[src/rtl/salaga_pkg.sv]
// Shared definitions for the data-memory arbiter: FSM state encoding,
// requester port indices and memory data widths.
package salaga_pkg;

   localparam int unsigned MEM_DW     = 32;
   localparam int unsigned STRB_W     = MEM_DW / 8;
   localparam int unsigned LOCK_CNT_W = 4;

   localparam int unsigned PORT0 = 0;
   localparam int unsigned PORT1 = 1;

   // Arbiter ownership state
   typedef enum logic [1:0] {
      ST_IDLE  = 2'd0,
      ST_OWN0  = 2'd1,
      ST_OWN1  = 2'd2,
      ST_LOCK1 = 2'd3
   } arb_state_t;

endpackage

[src/rtl/arb_lock_counter.sv]
// Saturating burst-length counter for the port-1 lock.
// Ports:
//   clk, reset  - clock, synchronous active-high reset
//   i_clear     - restart the count (start of a new burst)
//   i_inc       - count one grant (combined with i_clear the burst starts at 1)
//   o_at_max_c  - the next counted grant reaches MAX (last grant of the burst)
module arb_lock_counter
   import salaga_pkg::*;
#(
   parameter int unsigned MAX = 15
) (
   input  logic clk,
   input  logic reset,
   input  logic i_clear,
   input  logic i_inc,
   output logic o_at_max_c
);

   logic [LOCK_CNT_W-1:0] r_count;

   // Count of grants in the current burst, saturating at MAX
   always_ff @(posedge clk) begin
      if (reset) begin
         r_count <= '0;
      end else if (i_clear) begin
         r_count <= i_inc ? LOCK_CNT_W'(1) : '0;
      end else if (i_inc && (32'(r_count) < MAX)) begin
         r_count <= r_count + LOCK_CNT_W'(1);
      end
   end

   assign o_at_max_c = (32'(r_count) + 32'd1) >= MAX;

endmodule

[src/rtl/dmem_arbiter.sv]
// Two-port arbiter in front of a single-port data memory. Port 0 is the
// processor load/store port, port 1 the debug/loader port which may lock
// the memory for a burst of up to MAX_LOCK back-to-back grants.
// Grants are combinational; read data returns one cycle after the grant.
// Build option: DMEM_ARB_ROUND_ROBIN_EN selects round-robin tie breaking
// outside a lock burst; when undefined port 0 always wins a tie.
// Ports:
//   clk, reset                         - clock, synchronous active-high reset
//   pN_req/we/addr/wdata/wstrb         - requester command, N = 0, 1
//   p1_lock                            - port 1 wants back-to-back ownership
//   pN_gnt                             - request accepted this cycle
//   pN_rvalid, pN_rdata                - read response
//   mem_en/we/addr/wdata/wstrb         - memory command
//   mem_rdata                          - memory read data (1-cycle latency)
module dmem_arbiter
   import salaga_pkg::*;
#(
   parameter int unsigned AW       = 32,
   parameter int unsigned MAX_LOCK = 15
) (
   input  logic              clk,
   input  logic              reset,
   input  logic              p0_req,
   input  logic              p0_we,
   input  logic [AW-1:0]     p0_addr,
   input  logic [MEM_DW-1:0] p0_wdata,
   input  logic [STRB_W-1:0] p0_wstrb,
   input  logic              p1_req,
   input  logic              p1_we,
   input  logic [AW-1:0]     p1_addr,
   input  logic [MEM_DW-1:0] p1_wdata,
   input  logic [STRB_W-1:0] p1_wstrb,
   input  logic              p1_lock,
   output logic              p0_gnt,
   output logic              p1_gnt,
   output logic              p0_rvalid,
   output logic [MEM_DW-1:0] p0_rdata,
   output logic              p1_rvalid,
   output logic [MEM_DW-1:0] p1_rdata,
   output logic              mem_en,
   output logic              mem_we,
   output logic [AW-1:0]     mem_addr,
   output logic [MEM_DW-1:0] mem_wdata,
   output logic [STRB_W-1:0] mem_wstrb,
   input  logic [MEM_DW-1:0] mem_rdata
);

   arb_state_t r_state;
   arb_state_t w_state_next;
   logic       w_req0;
   logic       w_req1;
   logic       w_gnt0;
   logic       w_gnt1;
   logic       w_pick1;
   logic       w_cnt_clear;
   logic       w_cnt_inc;
   logic       w_at_max;
   logic       r_rvalid0;
   logic       r_rvalid1;

   // Requests are ignored while reset is held
   assign w_req0 = p0_req & ~reset;
   assign w_req1 = p1_req & ~reset;

`ifdef DMEM_ARB_ROUND_ROBIN_EN
   logic r_rr_ptr;

   // Tie-break pointer: after a contested grant, favour the other port
   always_ff @(posedge clk) begin
      if (reset) begin
         r_rr_ptr <= 1'(PORT0);
      end else if (w_req0 && w_req1 && (w_gnt0 || w_gnt1)) begin
         r_rr_ptr <= w_gnt0 ? 1'(PORT1) : 1'(PORT0);
      end
   end

   assign w_pick1 = r_rr_ptr;
`else
   assign w_pick1 = 1'b0;
`endif

   arb_lock_counter #(
      .MAX        (MAX_LOCK)
   ) u_lock_cnt (
      .clk        (clk),
      .reset      (reset),
      .i_clear    (w_cnt_clear),
      .i_inc      (w_cnt_inc),
      .o_at_max_c (w_at_max)
   );

   // State register
   always_ff @(posedge clk) begin
      if (reset) begin
         r_state <= ST_IDLE;
      end else begin
         r_state <= w_state_next;
      end
   end

   // Grant selection and next state
   always_comb begin
      w_gnt0       = 1'b0;
      w_gnt1       = 1'b0;
      w_cnt_clear  = 1'b0;
      w_cnt_inc    = 1'b0;
      w_state_next = ST_IDLE;
      if (r_state == ST_LOCK1) begin
         // Port 1 owns the memory; port 0 waits even if port 1 is idle
         if (w_req1) begin
            w_gnt1 = 1'b1;
            if (p1_lock && !w_at_max) begin
               w_cnt_inc    = 1'b1;
               w_state_next = ST_LOCK1;
            end else begin
               w_state_next = ST_OWN1;
            end
         end
      end else begin
         if (w_req0 && w_req1) begin
            w_gnt1 = w_pick1;
            w_gnt0 = ~w_pick1;
         end else begin
            w_gnt0 = w_req0;
            w_gnt1 = w_req1;
         end
         if (w_gnt0) begin
            w_state_next = ST_OWN0;
         end else if (w_gnt1) begin
            // The entering grant is the first grant of the burst
            if (p1_lock && (MAX_LOCK > 1)) begin
               w_cnt_clear  = 1'b1;
               w_cnt_inc    = 1'b1;
               w_state_next = ST_LOCK1;
            end else begin
               w_state_next = ST_OWN1;
            end
         end
      end
   end

   assign p0_gnt = w_gnt0;
   assign p1_gnt = w_gnt1;
   assign mem_en = w_gnt0 | w_gnt1;

   // Memory command mux; all-zero when idle, strobes only on writes
   always_comb begin
      mem_we    = 1'b0;
      mem_addr  = '0;
      mem_wdata = '0;
      mem_wstrb = '0;
      if (w_gnt0) begin
         mem_we    = p0_we;
         mem_addr  = p0_addr;
         mem_wdata = p0_wdata;
         mem_wstrb = p0_we ? p0_wstrb : '0;
      end else if (w_gnt1) begin
         mem_we    = p1_we;
         mem_addr  = p1_addr;
         mem_wdata = p1_wdata;
         mem_wstrb = p1_we ? p1_wstrb : '0;
      end
   end

   // Read-return flags: one cycle after a granted read, to its port
   always_ff @(posedge clk) begin
      if (reset) begin
         r_rvalid0 <= 1'b0;
         r_rvalid1 <= 1'b0;
      end else begin
         r_rvalid0 <= w_gnt0 & ~p0_we;
         r_rvalid1 <= w_gnt1 & ~p1_we;
      end
   end

   // Outputs held at zero while reset is asserted
   assign p0_rvalid = r_rvalid0 & ~reset;
   assign p1_rvalid = r_rvalid1 & ~reset;
   assign p0_rdata  = reset ? '0 : mem_rdata;
   assign p1_rdata  = reset ? '0 : mem_rdata;

endmodule

[config.mk]
export PLATFORM = sky130hd
export DESIGN_NAME = dmem_arbiter
export DESIGN_NICKNAME = d
export VERILOG_FILES = /design/src/rtl/salaga_pkg.sv /design/src/rtl/arb_lock_counter.sv /design/src/rtl/dmem_arbiter.sv
export SDC_FILE = /design/constraint.sdc
export NUM_CORES = 1
export LEC_CHECK = 0
export BUFFER_PORTS_ARGS = -buffer_cell sky130_fd_sc_hd__clkbuf_2
export CAP_MARGIN = 20
export CORE_AREA = 3 3 120 122
export DETAILED_ROUTE_END_ITERATION = 6
export DIE_AREA = 0 0 123 125
export MAX_ROUTING_LAYER = met4
export SLEW_MARGIN = 20
export SYNTH_ARGS = -nofsm -noshare
export SYNTH_HDL_FRONTEND = slang
export SYNTH_SLANG_ARGS = --single-unit
[constraint.sdc]
create_clock -name clk -period 2 [get_ports clk]
set_input_delay 0.1 -clock clk [delete_from_list [all_inputs] [get_ports clk]]
set_output_delay 0.1 -clock clk [all_outputs]
set_load 0.02 [all_outputs]
# --- Yosys cells after proc, flatten, opt, wreduce, memory -nomap -nowiden ---
# Index checks and enable logic that the tools add are counted.
totals:
  reg_bits: 8
  input_bits: 175
  output_inout_bits: 138
  word_cells: 58
classes:
  add_sub_neg: 2
  n_lt_le_gt_ge: 2
  n_eq_ne: 1
  mux: 34
  bitwise_logic: 10
  reduce_logical: 5
ops:
  columns: ["op", "n"]
  rows:
  - ["two-way mux 32 bit", 5]
  - ["greater-or-equal comparator 32 x 4 -> 1 bit, second input constant", 1]
  - ["two-way mux 4 bit", 6]
  - ["two-way mux 1 bit", 19]
  - ["two-way mux 2 bit", 4]
  - ["bitwise AND 1 bit", 6]
  - ["adder 4 x 1 -> 5 bit, second input constant", 1]
  - ["adder 4 x 1 -> 4 bit, second input constant", 1]
  - ["< comparator 4 bit, second input constant", 1]
  - ["logical AND 1 bit", 3]
  - ["inverter 1 bit", 3]
  - ["equality test 2 bit, second input constant", 1]
  - ["nonzero test 2 bit", 1]
  - ["logical NOT 1 bit", 1]
  - ["bitwise OR 1 bit", 1]

# --- Longest topological paths before layout ---
logic_depth:
  word_depth: 11
  depth_mapped: 6
  ltp_nobuf: 6

# --- Hierarchy ---
# From an unflattened synthesis, not the netlist that was laid out.
unflattened:
  hier_cells: 204
  hier_area_um2: 1639.1
modules_own_cells:
  columns: ["module", "n_inst", "cells_per_inst", "area_each_um2", "seq_area_each_um2"]
  rows:
  - ["dmem_arbiter", 1, 175, 1388.8, 80.1]
  - ["arb_lock_counter", 1, 29, 250.2, 80.1]

# --- Least setup slack after synthesis ---
# Ideal clock, no wire load.
synth_path:
  path_type: "register -> register"
  from: "register u_lock_cnt.r_count[0]"
  to: "register u_lock_cnt.r_count[0]"
  setup_ps: 79
  arrival_ps: 1387
  required_time_ps: 1921
  setup_slack_ps: 534
  stages_incl_launch_ff: 7
  path_buffers: 0
  period_less_slack_ps: 1466
  path_cell_list: "dfxtp_1 -> inv_1 -> ha_1 -> or3b_1 -> o211ai_2 -> a211oi_1 -> a211oi_2"
synth_via:
  elab_chain_len: 9
  elab_cells_between_ends: 14
  classes_between: "add/sub: 2; order compare: 2; mux: 6; reduce/logical: 4"
synth_rtl:
  columns: ["item", "line_no", "rtl"]
  rows:
  - ["start, declared", "arb_lock_counter.sv:19", "logic [LOCK_CNT_W-1:0] r_count;"]
  - ["start signal, assigned", "arb_lock_counter.sv:26", "r_count <= i_inc ? LOCK_CNT_W'(1) : '0;"]
  - ["start signal, assigned", "arb_lock_counter.sv:28", "r_count <= r_count + LOCK_CNT_W'(1);"]
  - ["adder 4 x 1 -> 5 bit", "arb_lock_counter.sv:32", "assign o_at_max_c = (32'(r_count) + 32'd1) >= MAX;"]
  - ["greater-or-equal comparator 32 x 4 -> 1 bit", "arb_lock_counter.sv:32", null]
  - ["logical NOT 1 bit", "dmem_arbiter.sv:112", "if (p1_lock && !w_at_max) begin"]
  - ["logical AND 1 bit", "dmem_arbiter.sv:112", null]
  - ["two-way mux 1 bit", "dmem_arbiter.sv:112", null]
  - ["two-way mux 1 bit", "dmem_arbiter.sv:110", "if (w_req1) begin"]
  - ["two-way mux 1 bit", "dmem_arbiter.sv:108", "if (r_state == ST_LOCK1) begin"]
  - ["two-way mux 1 bit / logical AND 1 bit (equally long branches)", "arb_lock_counter.sv:26, arb_lock_counter.sv:27", null]
  - ["two-way mux 4 bit / nonzero test 2 bit (equally long branches)", null, null]
# Parallel ways exist; a longest one is shown, timed or not. The select of a mux whose other input is x is not followed.
# A chain may end at the register's enable or synchronous reset.

# --- Worst setup path in the final report ---
layout_path:
  from: "register r_state[0]"
  to: "output port mem_wdata[2]"
layout_via:
  elab_chain_len: 4
  elab_cells_between_ends: 5
  classes_between: "eq/ne: 1; mux: 4"
layout_rtl:
  columns: ["item", "line_no", "rtl"]
  rows:
  - ["start, declared", "dmem_arbiter.sv:48", "arb_state_t r_state;"]
  - ["start signal, assigned", "dmem_arbiter.sv:97", "r_state <= w_state_next;"]
  - ["equality test 2 bit *", "dmem_arbiter.sv:108", null]
  - ["two-way mux 1 bit", "dmem_arbiter.sv:108", null]
  - ["two-way mux 32 bit", "dmem_arbiter.sv:157", "end else if (w_gnt1) begin"]
  - ["two-way mux 32 bit *", "dmem_arbiter.sv:152", "if (w_gnt0) begin"]
  - ["end, declared", "dmem_arbiter.sv:43", "output logic [MEM_DW-1:0] mem_wdata,"]
# Mark *: on every way between the ends. The rest lies on a longest branch, timed or not.

==> results.yml <==
die:
  start_util: 0.120
  rows: 42
  coreArea_sq_mm: 0.0133
  fp.dieW_um: 123
  top_level_ports: 313
  die_area_sq_mm: 0.0154
  die_height_um: 125
synth:
  synth-seq-area-share: 0.100
  ys_types: 31
  syn-cell-area_sq_mm: 0.00160
  ys_warn_count: 0
  netlist_instances: 204
  avgSynthCellArea_sq_um: 7.84
  ys_seq_elements: 8
  synthesis.nets: 381
final_layout:
  seqCellArea_sq_um: 160
  fin_area_sq_mm: 0.00318
  multi_input_area_sq_mm: 0.00111
  drive_gt1_frac: 0.690
  final_util: 0.239
  area_growth_pct: 98.7
  fill_cells: 1500
  diodes: 0
  nets: 653
placed_design:
  numPortBuffers: 312
  pre_cts_slack_ps: 403
  dpl-instance-area_sq_mm: 0.00310
  gp_congestion: 0.833
  place_hpwl_um: 8430
setup_path:
  worstSetupPathType: "register to primary output"
  cp-start-kind: "register"
  cp-end-kind: "primary output"
  critPathSlowestCell: "buf_4"
  arrival_ps: 1760
  worstPathCellList: "and2_1, nor3b_4, buf_4, a22o_1, clkbuf_2"
  crit_required_ps: 1900
  critPathMaxStageDelay_ps: 380
  cp_max_fo: 36
route:
  wirelength_um: 9650
  wl_per_cell_um: 14.8
  via_per_inst: 4.01
  drt_iter0_drc: 90
  ant_nets: 0
  drt_pre_antenna_iters: 4
  vias: 2607
  drc: 0
sta:
  slew_violations: 0
  worst_pin_slew_ps: 401
  finalSetupTns_ps: 0
  final.setup.worst_slack_ps: 139
  slew-limit-headroom: 0.733
  min_period_ps: 1860
  setup_violations: 0
  finalHoldViolations: 0
  max_freq_ghz: 0.537
  skew_ps: 1.49
  rsz0062_at_grt: "no"
  fin_crit_sh: 0.930
clock_network:
  h-tree-depth: 1
  tritoncts: "done"
  clkTransAtPathRegs_ps: 40
  cts_hold_buf: 0
  cts_root_buf: "clkbuf_16"
  cts_made_buffers: 3
  ctsResizeCount: 0
  clk_latency_ps: 230
  clock_sinks: 8
  cts_max_path_buffers: 2
  cts_setup_buffers: 0
power:
  ir_drop_uv: 191
  power.density_mw_per_mm2: 394
  power_leakage_uw: 0.00189
  finalPower_uw: 1250
outcome:
  outcome: "complete, no violations"
grt:
  antenna_found_initial: 0
  grt_max_degree: 40
  track_usage: 0.116
  grt_pass1_wl_um: 13800
  grt_pass1_vias: 2445
  grt_overflow: 0
job:
  maxCapViolations: 0
worst_hold_path:
  min_path_type: "input port to register"
==> registers in the layout, summed over array words and instances, names as in the netlist <==
register            cells
u_lock_cnt.r_count      4
r_state                 2
r_rvalid0               1
r_rvalid1               1
==> cell usage in the layout (no fill, tap or decap), types with 2 or more instances in the layout <==
master     instances
a211oi_1           3
a211oi_2           2
a21oi_1            3
a22o_1            64
a32o_1             4
and2_1             3
buf_4              5
clkbuf_16          3
clkbuf_2         312
dfxtp_1            8
ha_1               2
inv_1              3
nand2_1            5
nand2b_1           3
nand3_1            2
nor2_1             2
nor2b_1           36
==> cells in the mapped netlist <==
cell | count | area share
a21oi_1 | 3 | 0.0094
nor2b_1 | 36 | 0.14
a21o_2 | 1 | 0.0055
o21ai_1 | 1 | 0.0031
nand2_1 | 5 | 0.012
nor2_1 | 2 | 0.0047
nor3_1 | 1 | 0.0031
nand2b_1 | 3 | 0.012
a211oi_2 | 2 | 0.016
a211oi_1 | 3 | 0.014
nand3_1 | 2 | 0.0063
a32o_1 | 4 | 0.025
or2_2 | 1 | 0.0039
and4b_1 | 1 | 0.0063
a21oi_2 | 1 | 0.0055
a21o_1 | 1 | 0.0047
buf_4 | 35 | 0.16
dfxtp_1 | 8 | 0.10
clkbuf_1 | 7 | 0.016
a41oi_1 | 1 | 0.0055
or3_1 | 1 | 0.0039
a22o_1 | 64 | 0.35
o31ai_1 | 1 | 0.0047
buf_2 | 8 | 0.025
o211ai_2 | 1 | 0.0078
ha_1 | 2 | 0.016
nor3b_2 | 1 | 0.0078
inv_1 | 3 | 0.0070
or3b_1 | 1 | 0.0055
o21ai_0 | 1 | 0.0031
and2_1 | 3 | 0.012
==> where the power goes <==
part	switching, uW	internal, uW
sequential	3.02	165
clock	79.5	258
combinational	432	315
total	514	738
==> cell type report <==
cell class	count	share of cell area
multi-input combinational	143	0.350
inverter	3	0.00354
timing repair buffer	317	0.503
clock buffer	3	0.0236
tap	176	0.0693
sequential	8	0.0504
==> kinds of logic (layout without fill, tap and decap cells) <==
kind of cell               Yosys count  in the layout  share of synthesized area
buffers and inverters               53            323                      0.213
adders and majority gates            2              2                     0.0156
and+or+nand+nor                     57             57                      0.217
AOI/OAI and AO/OA                   84             84                      0.454
DFF                                  8              8                      0.100
==> per-stage QoR <==
step | std cells | hold WS (ps)
global placement | 647 | 279
floorplan | 204 | 172
global route | 650 | 57.6
finish | 650 | 50.6
CTS | 650 | 48.3
detailed placement | 647 | 289
==> final timing paths <==
kind              cells past startpoint  slack, ps                    end                  start
hold reg to reg                       2        510  u_lock_cnt.r_count[1]  u_lock_cnt.r_count[1]
hold / removal                        2         50              r_rvalid0                  p0_we
setup reg to reg                      6        410             r_state[0]  u_lock_cnt.r_count[0]
setup / recovery                      5        140           mem_wdata[2]             r_state[0]
==> layer usage <==
metal	global-route usage	up-vias	share of wire
met5	-	-	0
met4	0.0156	0	0.0049
met3	0.00949	5	0.073
met2	0.199	164	0.50
met1	0.153	1162	0.43
li1	-	1276	-
==> critical path, delay by kind of cell, from the launching register on <==
| family | cells | cell delay, ps |
|---|---|---|
| AND/OR/NAND/NOR | 2 | 390 |
| buffers and inverters | 2 | 560 |
| flip-flops | 1 | 310 |
| AO/OA/AOI/OAI | 1 | 230 |
No activity file was read; power rests on OpenSTA's default activity.
